--- src/rtl/boot_rom_loader_if.sv ---
// ----------------------------------------------------------------------------
// boot_rom_loader_if
// Purpose : bundles the boot-ROM read port and the instruction-RAM write port
//           used by boot_rom_loader.
// Signals :
//   rom_csn_o   ROM chip select, active-low
//   rom_a_o     ROM word address (ROM_AW bits)
//   rom_q_i     ROM read data, valid the cycle after the address is registered
//   mem_req_o   instruction-RAM write request
//   mem_gnt_i   grant; a write is accepted on an edge where req & gnt
//   mem_addr_o  byte address of the write
//   mem_wdata_o write data
//   mem_we_o    write enable (1 whenever mem_req_o)
//   mem_be_o    byte enables
// Modports: master = loader side, slave = ROM / memory-mux side.
// ----------------------------------------------------------------------------
interface boot_rom_loader_if #(
  parameter int ROM_AW = 10
);
  logic              rom_csn_o;
  logic [ROM_AW-1:0] rom_a_o;
  logic [31:0]       rom_q_i;
  logic              mem_req_o;
  logic              mem_gnt_i;
  logic [31:0]       mem_addr_o;
  logic [31:0]       mem_wdata_o;
  logic              mem_we_o;
  logic [3:0]        mem_be_o;

  modport master (
    output rom_csn_o, rom_a_o,
    input  rom_q_i,
    output mem_req_o, mem_addr_o, mem_wdata_o, mem_we_o, mem_be_o,
    input  mem_gnt_i
  );

  modport slave (
    input  rom_csn_o, rom_a_o,
    output rom_q_i,
    input  mem_req_o, mem_addr_o, mem_wdata_o, mem_we_o, mem_be_o,
    output mem_gnt_i
  );
endinterface

--- src/rtl/boot_rom_loader.sv ---
// ----------------------------------------------------------------------------
// boot_rom_loader
// Purpose : at boot, copies NUM_WORDS 32-bit words from the boot ROM into
//           instruction RAM (word k -> byte address DST_BASE + 4*k). The core
//           is held off until done_o. Each word takes FETCH -> CAPT -> WRITE,
//           i.e. at least three cycles.
// Ports   :
//   CLK        clock
//   RSTN       asynchronous active-low reset
//   start_i    begin a copy; sampled only in IDLE or DONE
//   bus        boot_rom_loader_if.master (ROM read port + RAM write port)
//   busy_o     copy in progress
//   done_o     copy finished (level, cleared on restart)
//   chk_err_o  XOR-checksum mismatch against CHK_EXP
// Options : define BOOT_LOADER_CHK_EN to enable the XOR checksum of all copied
//           words; otherwise chk_err_o is tied 0 and CHK_EXP is unused.
// ----------------------------------------------------------------------------
module boot_rom_loader #(
  parameter int          ROM_AW    = 10,
  parameter int          NUM_WORDS = 548,
  parameter logic [31:0] DST_BASE  = 32'h0000_0000,
  parameter logic [31:0] CHK_EXP   = 32'h0000_0000
) (
  input  logic                CLK,
  input  logic                RSTN,
  input  logic                start_i,
  boot_rom_loader_if.master   bus,
  output logic                busy_o,
  output logic                done_o,
  output logic                chk_err_o
);

  localparam logic [2:0] S_IDLE  = 3'd0;
  localparam logic [2:0] S_FETCH = 3'd1;
  localparam logic [2:0] S_CAPT  = 3'd2;
  localparam logic [2:0] S_WRITE = 3'd3;
  localparam logic [2:0] S_DONE  = 3'd4;

  localparam logic [ROM_AW:0] IDX_LAST = (ROM_AW+1)'(NUM_WORDS - 1);

  logic [2:0]        r_state;
  logic [ROM_AW:0]   r_idx;
  logic              r_rom_csn;
  logic [ROM_AW-1:0] r_rom_a;
  logic              r_mem_req;
  logic              r_mem_we;
  logic [31:0]       r_mem_addr;
  logic [31:0]       r_mem_wdata;
  logic              r_busy;
  logic              r_done;

  logic              w_start;
  logic              w_accept;
  logic              w_last;
  logic [ROM_AW:0]   w_idx_nxt;
  logic [31:0]       w_addr_nxt;

  // start is honoured only when not busy; a grant counts only while requesting
  assign w_start    = ((r_state == S_IDLE) || (r_state == S_DONE)) && start_i;
  assign w_accept   = (r_state == S_WRITE) && bus.mem_gnt_i;
  assign w_last     = (r_idx == IDX_LAST);
  assign w_idx_nxt  = r_idx + {{ROM_AW{1'b0}}, 1'b1};
  // 32-bit add; wraps modulo 2**32 if DST_BASE is near the top
  assign w_addr_nxt = DST_BASE + {{(29-ROM_AW){1'b0}}, w_idx_nxt, 2'b00};

  // Main copy FSM and all registered bus outputs
  always_ff @(posedge CLK or negedge RSTN) begin
    if (!RSTN) begin
      r_state     <= S_IDLE;
      r_idx       <= '0;
      r_rom_csn   <= 1'b1;
      r_rom_a     <= '0;
      r_mem_req   <= 1'b0;
      r_mem_we    <= 1'b0;
      r_mem_addr  <= DST_BASE;
      r_mem_wdata <= 32'h0000_0000;
      r_busy      <= 1'b0;
      r_done      <= 1'b0;
    end else begin
      case (r_state)
        S_IDLE, S_DONE: begin
          if (w_start) begin
            r_idx      <= '0;
            r_rom_csn  <= 1'b0;
            r_rom_a    <= '0;
            r_mem_addr <= DST_BASE;
            r_busy     <= 1'b1;
            r_done     <= 1'b0;
            r_state    <= S_FETCH;
          end else begin
            r_state    <= r_state;
          end
        end
        S_FETCH: begin
          // ROM registers the address on this edge; release select so it
          // holds Q during CAPT and CSN is never low two cycles in a row
          r_rom_csn <= 1'b1;
          r_state   <= S_CAPT;
        end
        S_CAPT: begin
          r_mem_wdata <= bus.rom_q_i;
          r_mem_req   <= 1'b1;
          r_mem_we    <= 1'b1;
          r_state     <= S_WRITE;
        end
        S_WRITE: begin
          if (w_accept) begin
            r_mem_req <= 1'b0;
            r_mem_we  <= 1'b0;
            if (w_last) begin
              r_busy  <= 1'b0;
              r_done  <= 1'b1;
              r_state <= S_DONE;
            end else begin
              r_idx      <= w_idx_nxt;
              r_rom_a    <= w_idx_nxt[ROM_AW-1:0];
              r_mem_addr <= w_addr_nxt;
              r_rom_csn  <= 1'b0;
              r_state    <= S_FETCH;
            end
          end else begin
            r_state <= S_WRITE;
          end
        end
        default: begin
          r_rom_csn <= 1'b1;
          r_mem_req <= 1'b0;
          r_mem_we  <= 1'b0;
          r_busy    <= 1'b0;
          r_done    <= 1'b0;
          r_state   <= S_IDLE;
        end
      endcase
    end
  end

`ifdef BOOT_LOADER_CHK_EN
  logic [31:0] r_chk;
  logic        r_chk_err;

  // XOR checksum of captured words; compared once on entry to DONE
  always_ff @(posedge CLK or negedge RSTN) begin
    if (!RSTN) begin
      r_chk     <= 32'h0000_0000;
      r_chk_err <= 1'b0;
    end else if (w_start) begin
      r_chk     <= 32'h0000_0000;
      r_chk_err <= 1'b0;
    end else if (r_state == S_CAPT) begin
      r_chk     <= r_chk ^ bus.rom_q_i;
    end else if (w_accept && w_last) begin
      r_chk_err <= (r_chk != CHK_EXP);
    end else begin
      r_chk     <= r_chk;
    end
  end

  assign chk_err_o = r_chk_err;
`else
  logic w_unused_chk_exp;
  assign w_unused_chk_exp = ^CHK_EXP;
  assign chk_err_o        = 1'b0;
`endif

  assign bus.rom_csn_o   = r_rom_csn;
  assign bus.rom_a_o     = r_rom_a;
  assign bus.mem_req_o   = r_mem_req;
  assign bus.mem_we_o    = r_mem_we;
  assign bus.mem_addr_o  = r_mem_addr;
  assign bus.mem_wdata_o = r_mem_wdata;
  assign bus.mem_be_o    = 4'hF;
  assign busy_o          = r_busy;
  assign done_o          = r_done;

endmodule

--- src/flat_wrapper.sv ---
// flat-port wrapper written by rule: the top's interface ports become plain ports
module boot_rom_loader_flat 
#(
  parameter int          ROM_AW    = 10,
  parameter int          NUM_WORDS = 548,
  parameter logic [31:0] DST_BASE  = 32'h0000_0000,
  parameter logic [31:0] CHK_EXP   = 32'h0000_0000
)
  (CLK, RSTN, start_i, busy_o, done_o, chk_err_o, bus_rom_csn_o, bus_rom_a_o, bus_rom_q_i, bus_mem_req_o, bus_mem_addr_o, bus_mem_wdata_o, bus_mem_we_o, bus_mem_be_o, bus_mem_gnt_i);
  boot_rom_loader_if #(.ROM_AW(ROM_AW)) bus_i ();
  input  logic CLK;
  input  logic RSTN;
  input  logic start_i;
  output logic busy_o;
  output logic done_o;
  output logic chk_err_o;
  output wire logic [$bits(bus_i.rom_csn_o)-1:0] bus_rom_csn_o;
  output wire logic [$bits(bus_i.rom_a_o)-1:0] bus_rom_a_o;
  input wire logic [$bits(bus_i.rom_q_i)-1:0] bus_rom_q_i;
  output wire logic [$bits(bus_i.mem_req_o)-1:0] bus_mem_req_o;
  output wire logic [$bits(bus_i.mem_addr_o)-1:0] bus_mem_addr_o;
  output wire logic [$bits(bus_i.mem_wdata_o)-1:0] bus_mem_wdata_o;
  output wire logic [$bits(bus_i.mem_we_o)-1:0] bus_mem_we_o;
  output wire logic [$bits(bus_i.mem_be_o)-1:0] bus_mem_be_o;
  input wire logic [$bits(bus_i.mem_gnt_i)-1:0] bus_mem_gnt_i;
  assign bus_rom_csn_o = bus_i.rom_csn_o;
  assign bus_rom_a_o = bus_i.rom_a_o;
  assign bus_i.rom_q_i = bus_rom_q_i;
  assign bus_mem_req_o = bus_i.mem_req_o;
  assign bus_mem_addr_o = bus_i.mem_addr_o;
  assign bus_mem_wdata_o = bus_i.mem_wdata_o;
  assign bus_mem_we_o = bus_i.mem_we_o;
  assign bus_mem_be_o = bus_i.mem_be_o;
  assign bus_i.mem_gnt_i = bus_mem_gnt_i;
  boot_rom_loader #(.ROM_AW(ROM_AW), .NUM_WORDS(NUM_WORDS), .DST_BASE(DST_BASE), .CHK_EXP(CHK_EXP)) u_core (.CLK(CLK), .RSTN(RSTN), .start_i(start_i), .bus(bus_i), .busy_o(busy_o), .done_o(done_o), .chk_err_o(chk_err_o));
endmodule
--- config.mk ---
export PLATFORM = sky130hd
export DESIGN_NAME = boot_rom_loader_flat
export DESIGN_NICKNAME = d
export VERILOG_FILES = /design/src/rtl/boot_rom_loader_if.sv /design/src/rtl/boot_rom_loader.sv /design/src/flat_wrapper.sv
export SDC_FILE = /design/constraint.sdc
export NUM_CORES = 1
export LEC_CHECK = 0
export CORE_MARGIN = 3
export CORE_UTILIZATION = 40
export CTS_BUF_LIST = sky130_fd_sc_hd__clkbuf_4 sky130_fd_sc_hd__clkbuf_8 sky130_fd_sc_hd__clkbuf_16
export CTS_CLUSTER_DIAMETER = 100
export DETAILED_ROUTE_END_ITERATION = 8
export PLACE_DENSITY_LB_ADDON = 0.12
export SYNTH_ARGS = -nofsm -noshare
export SYNTH_HDL_FRONTEND = slang
export SYNTH_SLANG_ARGS = --single-unit
--- constraint.sdc ---
create_clock -name CLK -period 2.3 [get_ports CLK]
set_input_delay 0.69 -clock CLK [delete_from_list [all_inputs] [get_ports CLK]]
set_output_delay 0.69 -clock CLK [all_outputs]
set_load 0.01 [all_outputs]
After elaboration in Yosys (flattened, before gate mapping)
Index checks and enable logic that the tools add are counted.
{ "totals": {"register_bits": 92, "output_inout_bits": 84, "inputBits": 36, "word_cells": 63} }
{ "op_classes": {"muxes": 29, "reduce_logical": 12, "n_eq_ne": 9, "add_sub_neg": 1, "bitwise_logic": 3} }
{ "op_table": {"columns": ["op", "n"], "rows": [
  ["$mux W32", 3],
  ["$pmux W32 S2", 1],
  ["$mux W11", 3],
  ["$mux W10", 3],
  ["$pmux W11 S2", 1],
  ["$pmux W10 S2", 1],
  ["$pmux W1 S3", 4],
  ["$pmux W3 S4", 1],
  ["$reduce_and A4 Y1", 3],
  ["$add A11 B1 Y11 const B", 1],
  ["$eq A11 B10 Y1 const B", 1],
  ["$mux W1", 9],
  ["$mux W3", 3],
  ["$eq A3 B2 Y1 const B", 2],
  ["$ne A2 B1 Y1 const B", 3],
  ["$reduce_or A2 Y1", 2],
  ["$eq A3 B1 Y1 const B", 1],
  ["$eq A3 B3 Y1 const B", 1],
  ["$logic_not A3 Y1", 1],
  ["$not A1 Y1", 3],
  ["$reduce_or A3 Y1", 1],
  ["$logic_and A1 B1 Y1", 2],
  ["$ne A2 B2 Y1 const B", 1],
  ["$reduce_and A2 Y1", 1],
  ["2 further kinds", 2]
]} }

Depth between registers and ports, before layout
Gate-level depths: netlist of the first run.
{ "logic_depth": {"ltp_word": 5, "mapped_depth": 6, "mapped_depth_nobuf": 5} }

Worst setup path after synthesis of the first run
Ideal clock, no wire load.
{ "synth_timing": {"path_kind": "reg2reg", "startpoint": "register u_core.bus.rom_a_o[0] (netlist name)", "endpoint": "register u_core.r_rom_a[1], in the netlist u_core.bus.rom_a_o[1]", "path_buffers": 0, "setup_time_ns": 0.125, "slack_ns": 0.526, "required_time_ns": 2.175, "arrival_time_ns": 1.649, "path_stages_with_launch": 6, "synth_period_minus_slack_ns": 1.774, "path_cell_list": "dfrtp_1 ha_1 nor4b_1 and4b_1 nand2b_2 mux2_2"} }
{ "synth_rtl": {"columns": ["item", "line", "rtl"], "rows": [
  ["end signal, assigned", "boot_rom_loader.sv:116", "r_rom_a <= w_idx_nxt[ROM_AW-1:0];"],
  ["end, declared", "boot_rom_loader.sv:44", "logic [ROM_AW-1:0] r_rom_a;"]
]} }

Worst setup path after layout of the first run
{ "layout_timing": {"startpoint": "register u_core.r_rom_a[0], in the netlist u_core.bus.rom_a_o[0]", "endpoint": "output port bus_rom_a_o[0]"} }
{ "layout_rtl": {"columns": ["item", "line", "rtl"], "rows": [
  ["end, declared", "flat_wrapper.sv:18", "output wire logic [$bits(bus_i.rom_a_o)-1:0] bus_rom_a_o;"]
]} }
No word-level cell between the ends.

==> metrics.md, run 1 <==
| Metric | Value |
|---|---|
| Status | `finished clean` |
| Final setup skew | `~0.0044 ns` |
| Synth top area cells | `dfrtp_1 (51%), mux2_2 (15%), buf_4 (12%)` |
| Global-route wire length before repair | `8230 um` |
| GPL Wtd Cong | `roughly 0.85` |
| Asr flop ratio synth | `1.00` |
| DRT Pass-1 Iters | `4` |
| Initial antenna violation count | `0` |
| Share of cells above drive strength 1 | `0.185` |
| CP Buf/Inv Count | `1` |
| Reg2reg start | `u_core.bus.rom_a_o[0]` |
| CTS tree | `yes` |
| # rows | `27` |
| Placeable Area | `~5700 um2` |
| Unique masters post-synth | `36` |
| Syn_area_per_cell | `11.9 um2` |
| CP top delay family | `buffers and inverters` |
| Met3 GRT Util | `0.0642` |
| Worst path required time | `1.61 ns` |
| Synthesized area | `approximately 2400 um2` |
| Gate Count Post-Synth | `204` |
| Boundary pin count | `120` |
| Min-Delay Path Class | `in -> async` |
| R2r endpoint | `u_core.bus.rom_a_o[1]` |
| Die X | `between 80 and 90 um` |
| CP endpoint kind | `output pin` |
| Prevailing post-synth register cell | `dfrtp_1` |
| Dominant cell type by area after synthesis | `dfrtp_1` |
| DRC Markers | `0` |
| Post-CTS setup buffers | `0` |
| Reg clk slew, reported paths | `about 0.09 ns` |
| Routing usage on met1 | `0.181` |
| Setup_tns | `0 ns` |
| Worst-path cell with the longest stage delay | `clkdlybuf4s50_1` |
| Number of CTS-inserted buffers | `5` |
| Root buffer cell | `clkbuf_8` |
| Routed len/inst | `roughly 14 um` |
| RSZ-0062 raised after global routing | `false` |
| Setup CP Type | `reg -> out` |
| Reg2reg path depth | `5` |
| Final number of max-transition violations | `0` |
| Commonest non-fill, non-tap cell in the layout | `clkdlybuf4s50_1` |
| Maxcap violations | `0` |
| 1st-iter DRT viols | `67` |
| GR Util All Layers | `0.145` |
| Critical Path Start Type | `register` |
| Leak | `between 1 and 1.5 nW` |
| Vias per Instance | `4.79` |
| Global route hottest layer | `met2` |
| Effective utilization at floorplan | `0.427` |
| Worst-path cell chain | `clkdlybuf4s50_1` |
| Crit path arrival time | `around 1.4 ns` |
| GRT overflow | `0` |
| FF+latch count, synth | `50` |
| Flop-to-flop setup slack | `~0.26 ns` |
| Die area | `7020 um2` |
| Via count | `around 1700` |
| DP Cell Count | `roughly 360` |
| Synthesis Warnings | `0` |
| Hold Vio Cnt, Final | `0` |
| Largest net degree at the start of global routing | `33` |
| Worst path depth | `1` |
| CTS Sinks | `50` |
| Most frequent cells in the layout | `clkdlybuf4s50_1 (92), dfrtp_1 (49), mux2_2 (33)` |
| Maximum root-to-sink buffer count | `2` |
| ANT nets after route | `0` |
| Die height | `about 84 um` |
| Layout Cells excl Fill | `364` |
| Layout net count | `328` |
| IO Port Bufs | `just over 90` |
| Seq/Total Area, Yosys | `0.517` |
| Setup-failing EPs final | `0` |
| Clk_lat worst skew | `0.30 ns` |
| Number of synthesized flops with an enable pin | `0` |
| Met2 usage | `0.232` |
| Pwr per Cell Area | `between 1000 and 1500 nW/um2` |
| CTS Hold Buffers Added | `0` |
| Final hold slack | `0.380 ns` |
| Final Cycle Share | `0.905` |
| H-tree Lvls | `2` |
| Slowest cell delay on critical path | `between 0.6 and 0.7 ns` |
| Share of the synthesized area in the top cell type | `0.506` |
| Vias in the first global route | `1691` |
| Max VDD drop | `570 uV` |
| Setup crit start | `u_core.bus.rom_a_o[0]` |
| CP max FO | `7` |
| Post_cts resized | `0` |
| Area delta synth->final | `39.5%` |
| FMAX | `just under 500 MHz` |
| Drt total wl | `approximately 5000 um` |
| # diodes | `0` |
| Post-detail-place hpwl | `between 3000 and 4000 um` |
| Post-route minimum period | `2.08 ns` |
| Crit path capture | `bus_rom_a_o[0]` |
==> registers in the layout (all words and copies together), names as in the netlist <==
| name | flops |
|---|---|
| u_core.bus.rom_a_o | 9 |
| u_core.bus.mem_addr_o | 2 |
| u_core.done_o | 1 |
| u_core.r_state | 3 |
| u_core.bus.rom_csn_o | 1 |
| u_core.bus.mem_we_o | 1 |
| u_core.busy_o | 1 |
| u_core.bus.mem_wdata_o | 32 |
==> cell usage after synthesis, types with 2 or more instances <==
| cell | number |
|---|---|
| nand3_1 | 3 |
| buf_2 | 5 |
| a21oi_1 | 8 |
| and4_1 | 2 |
| o21ai_0 | 9 |
| nor2b_1 | 2 |
| nand2_1 | 7 |
| conb_1 | 2 |
| and4b_1 | 2 |
| nand4_1 | 3 |
| mux2_2 | 33 |
| nor4b_1 | 2 |
| nand3b_1 | 2 |
| nor2_1 | 9 |
| buf_4 | 38 |
| or3_1 | 4 |
| dfrtp_1 | 49 |
| xor2_1 | 4 |
| inv_1 | 3 |
==> final cells by class <==
cell class | count | area, um2
Fill cell | 486 | 2300
Inverter | 3 | 11.3
Multi-Input combinational cell | 131 | 933
Sequential cell | 50 | 1250
Tap cell | 72 | 90.1
Clock buffer | 5 | 68.8
Timing Repair Buffer | 100 | 978
Clock inverter | 3 | 43.8
==> layer usage <==
| layer | share of wire | vias up |
|---|---|---|
| met3 | 0.10 | 2 |
| met5 | 0 | - |
| li1 | - | 817 |
| met4 | 0.0028 | 0 |
| met2 | 0.47 | 89 |
| met1 | 0.42 | 836 |
==> kinds of logic (layout without fill, tap and decap cells) <==
family          Yosys count  after routing  synth area share
buf+inv                  47            111             0.137
other cells               2             26           0.00310
fa+ha+maj                 1              1           0.00517
mux                      34             34             0.158
compound gates           23             23            0.0563
xor+xnor                  4              4            0.0145
simple gates             43             43             0.109
flops                    50             50             0.517
==> power by group <==
part           leakage, nW  switching, mW  total, mW  internal [mW]
Combinational        0.788          0.736       1.92           1.18
Sequential           0.605          0.273       1.53           1.26
Clock               0.0585          0.289      0.616          0.326
Total                 1.45           1.30       4.06           2.77
==> through the flow <==
step	area [um2]	util	power (mW)	setup WS [ns]
final	3380	0.595	4.06	0.219
after detailed placement	3270	0.575	3.50	0.0765
after CTS	3380	0.595	4.14	0.186
after floorplan	2510	-	2.55	0.526
after global routing	3380	0.595	4.35	0.128
after global placement	3270	0.575	3.46	0.0949
==> worst min path at each step <==
| stage | depth (start not counted) | start | to | slack, ns |
|---|---|---|---|---|
| 3_5_place_dp | 1 | u_core.bus.mem_wdata_o[24] | u_core.bus.mem_wdata_o[24] | 0.49 |
| 5_1_grt | 2 | RSTN | u_core.bus.mem_addr_o[11] | 0.40 |
| 4_1_cts | 2 | RSTN | u_core.bus.mem_wdata_o[17] | 0.38 |
| 2_1_floorplan | 0 | RSTN | u_core.bus.mem_addr_o[11] | 0.39 |
| 3_3_place_gp | 1 | u_core.bus.mem_wdata_o[27] | u_core.bus.mem_wdata_o[27] | 0.49 |
| 6_report | 2 | RSTN | u_core.bus.mem_addr_o[12] | 0.38 |
Power figures use the tool's default switching activity.
==> run 2: changes to the inputs <==
Settings changed: CELL_PAD_IN_SITES_DETAIL_PLACEMENT from default to 1, CELL_PAD_IN_SITES_GLOBAL_PLACEMENT from default to 1, CORE_UTILIZATION 40 to 30.
==> run 2 against run 1 <==
Effect of this change: hold slack worse by 0.069 ns; count of clock-buffer cells in the layout stayed put; final cell count is 9.1% higher; via count is 2.1% higher; setup slack worse by 0.016 ns; sequential share of layout area is 0.49 points lower; highest routed layer unchanged.
==> metrics.md, run 2 (synthesized netlist as in run 1, its figures left out) <==
| Metric | Value |
|---|---|
| Vias in the first global route | `between 1500 and 2000` |
| Most frequent cells in the layout | `clkdlybuf4s50_1 (92), dfrtp_1 (49), mux2_2 (33)` |
| Max VDD drop | `roughly 480 uV` |
| GPL Wtd Cong | `about 0.73` |
| DRT Pass-1 Iters | `4` |
| CP Buf/Inv Count | `1` |
| Register area | `about 1300 um2` |
| GR Util All Layers | `0.132` |
| Die height | `~96 um` |
| RSZ-0062 raised after global routing | `false` |
| Die X | `~96 um` |
| CP endpoint kind | `output pin` |
| Post-route design area | `roughly 3400 um2` |
| CTS tree | `yes` |
| Worst path required time | `approximately 1.6 ns` |
| Min-Delay Path Class | `in -> async` |
| Worst-path cell chain | `clkdlybuf4s50_1` |
| Final setup skew | `0.00671 ns` |
| Fill count | `850` |
| Post-CTS setup buffers | `0` |
| Global-route wire length before repair | `9430 um` |
| Maxcap violations | `0` |
| # rows | `32` |
| Final number of max-transition violations | `0` |
| Hold Vio Cnt, Final | `0` |
| Largest net degree at the start of global routing | `35` |
| Placeable Area | `7770 um2` |
| Commonest non-fill, non-tap cell in the layout | `clkdlybuf4s50_1` |
| Routed len/inst | `about 15 um` |
| Layout net count | `~330` |
| Initial antenna violation count | `0` |
| Root buffer cell | `clkbuf_8` |
| Vias per Instance | `roughly 4.5` |
| Reg2reg path depth | `6` |
| Via count | `1781` |
| CTS Sinks | `50` |
| Post_cts resized | `0` |
| Slowest cell delay on critical path | `0.59 ns` |
| Clk_lat worst skew | `~0.3 ns` |
| FMAX | `about 480 MHz` |
| Max reg flops | `32` |
| # diodes | `0` |
| Worst-path cell with the longest stage delay | `clkdlybuf4s50_1` |
| Crit path arrival time | `around 1.4 ns` |
| Area delta synth->final | `41.4%` |
| Area of the multi-input gates | `928 um2` |
| Reg clk slew, reported paths | `0.10 ns` |
| Leak | `about 1.5 nW` |
| ANT nets after route | `0` |
| Status | `finished clean` |
| Critical Path Start Type | `register` |
| Setup CP Type | `reg -> out` |
| Post-detail-place hpwl | `between 4000 and 5000 um` |
| CTS Hold Buffers Added | `0` |
| Drt total wl | `slightly below 6000 um` |
| Share of cells above drive strength 1 | `0.193` |
| CP max FO | `9` |
| DP Area | `between 3000 and 4000 um2` |
| GRT overflow | `0` |
| Maximum root-to-sink buffer count | `2` |
| Boundary pin count | `120` |
| Post-route minimum period | `around 2.1 ns` |
| Final worst setup slack | `between 0.2 and 0.25 ns` |
| Number of CTS-inserted buffers | `5` |
| Worst path depth | `1` |
| Pwr per Cell Area | `approximately 1200 nW/um2` |
| DRC Markers | `0` |
| 1st-iter DRT viols | `50` |
| IO Port Bufs | `between 90 and 100` |
| Place WS | `approximately 0.055 ns` |
| Die area | `between 9000 and 10000 um2` |
| H-tree Lvls | `2` |
| Effective utilization at floorplan | `0.312` |
| Final Cycle Share | `0.912` |
| Setup_tns | `0 ns` |
| CP top delay family | `buffers and inverters` |
| Setup-failing EPs final | `0` |
run 2: worst paths after layout:
check | from | end | slack (ns)
setup reg to reg | u_core.bus.rom_a_o[0] | u_core.busy_o | 0.39
max in group asynchronous | RSTN | u_core.bus.rom_csn_o | 1.40
hold / removal | RSTN | u_core.bus.mem_wdata_o[27] | 0.31
min in group CLK | u_core.bus.mem_wdata_o[21] | u_core.bus.mem_wdata_o[21] | 0.52
setup / recovery | u_core.bus.rom_a_o[2] | bus_mem_addr_o[4] | 0.20
hold reg to reg | u_core.bus.mem_wdata_o[21] | u_core.bus.mem_wdata_o[21] | 0.52
run 2: cell type report:
cell class              instances  area share
well taps                     102      0.0373
multi-input cells             131       0.271
clock inverters                 3     0.00621
inverters                       3     0.00329
repair buffers                103       0.296
flip-flops and latches         50       0.366
clock buffers                   5      0.0201
run 2: worst reg2reg max path: cells and delay by family (launching register included):
kind                       cells  cell delay, ns
AOI/OAI and AO/OA              2            0.49
adders and majority gates      1            0.30
buffers and inverters          1            0.17
DFF                            1            0.48
and+or+nand+nor                2            0.39
run 2: metal layers:
| metal | vias to the layer above | part of all wire | track usage |
|---|---|---|---|
| met1 | 883 | 0.43 | 0.172 |
| met2 | 76 | 0.47 | 0.205 |
| met3 | 4 | 0.095 | 0.0539 |
| met5 | - | 0 | 0 |
| met4 | 0 | 0.0071 | 0.0320 |
| li1 | 818 | - | - |
run 2: power breakdown:
group | total, mW | switching [mW] | internal (mW)
Combinational | 1.96 | 0.764 | 1.19
Clock | 0.524 | 0.309 | 0.215
Sequential | 1.54 | 0.282 | 1.26
Total | 4.02 | 1.35 | 2.66
run 2: metrics by stage:
| stage | power [mW] | util | hold WS, ns | std cells |
|---|---|---|---|---|
| final | 4.02 | 0.441 | 0.311 | 397 |
| after global routing | 4.32 | 0.441 | 0.329 | 397 |
| after CTS | 4.10 | 0.441 | 0.319 | 397 |
| after detailed placement | 3.55 | 0.429 | 0.497 | 389 |
| after global placement | 3.50 | 0.429 | 0.489 | 389 |
| after floorplan | 2.55 | - | 0.394 | 228 |
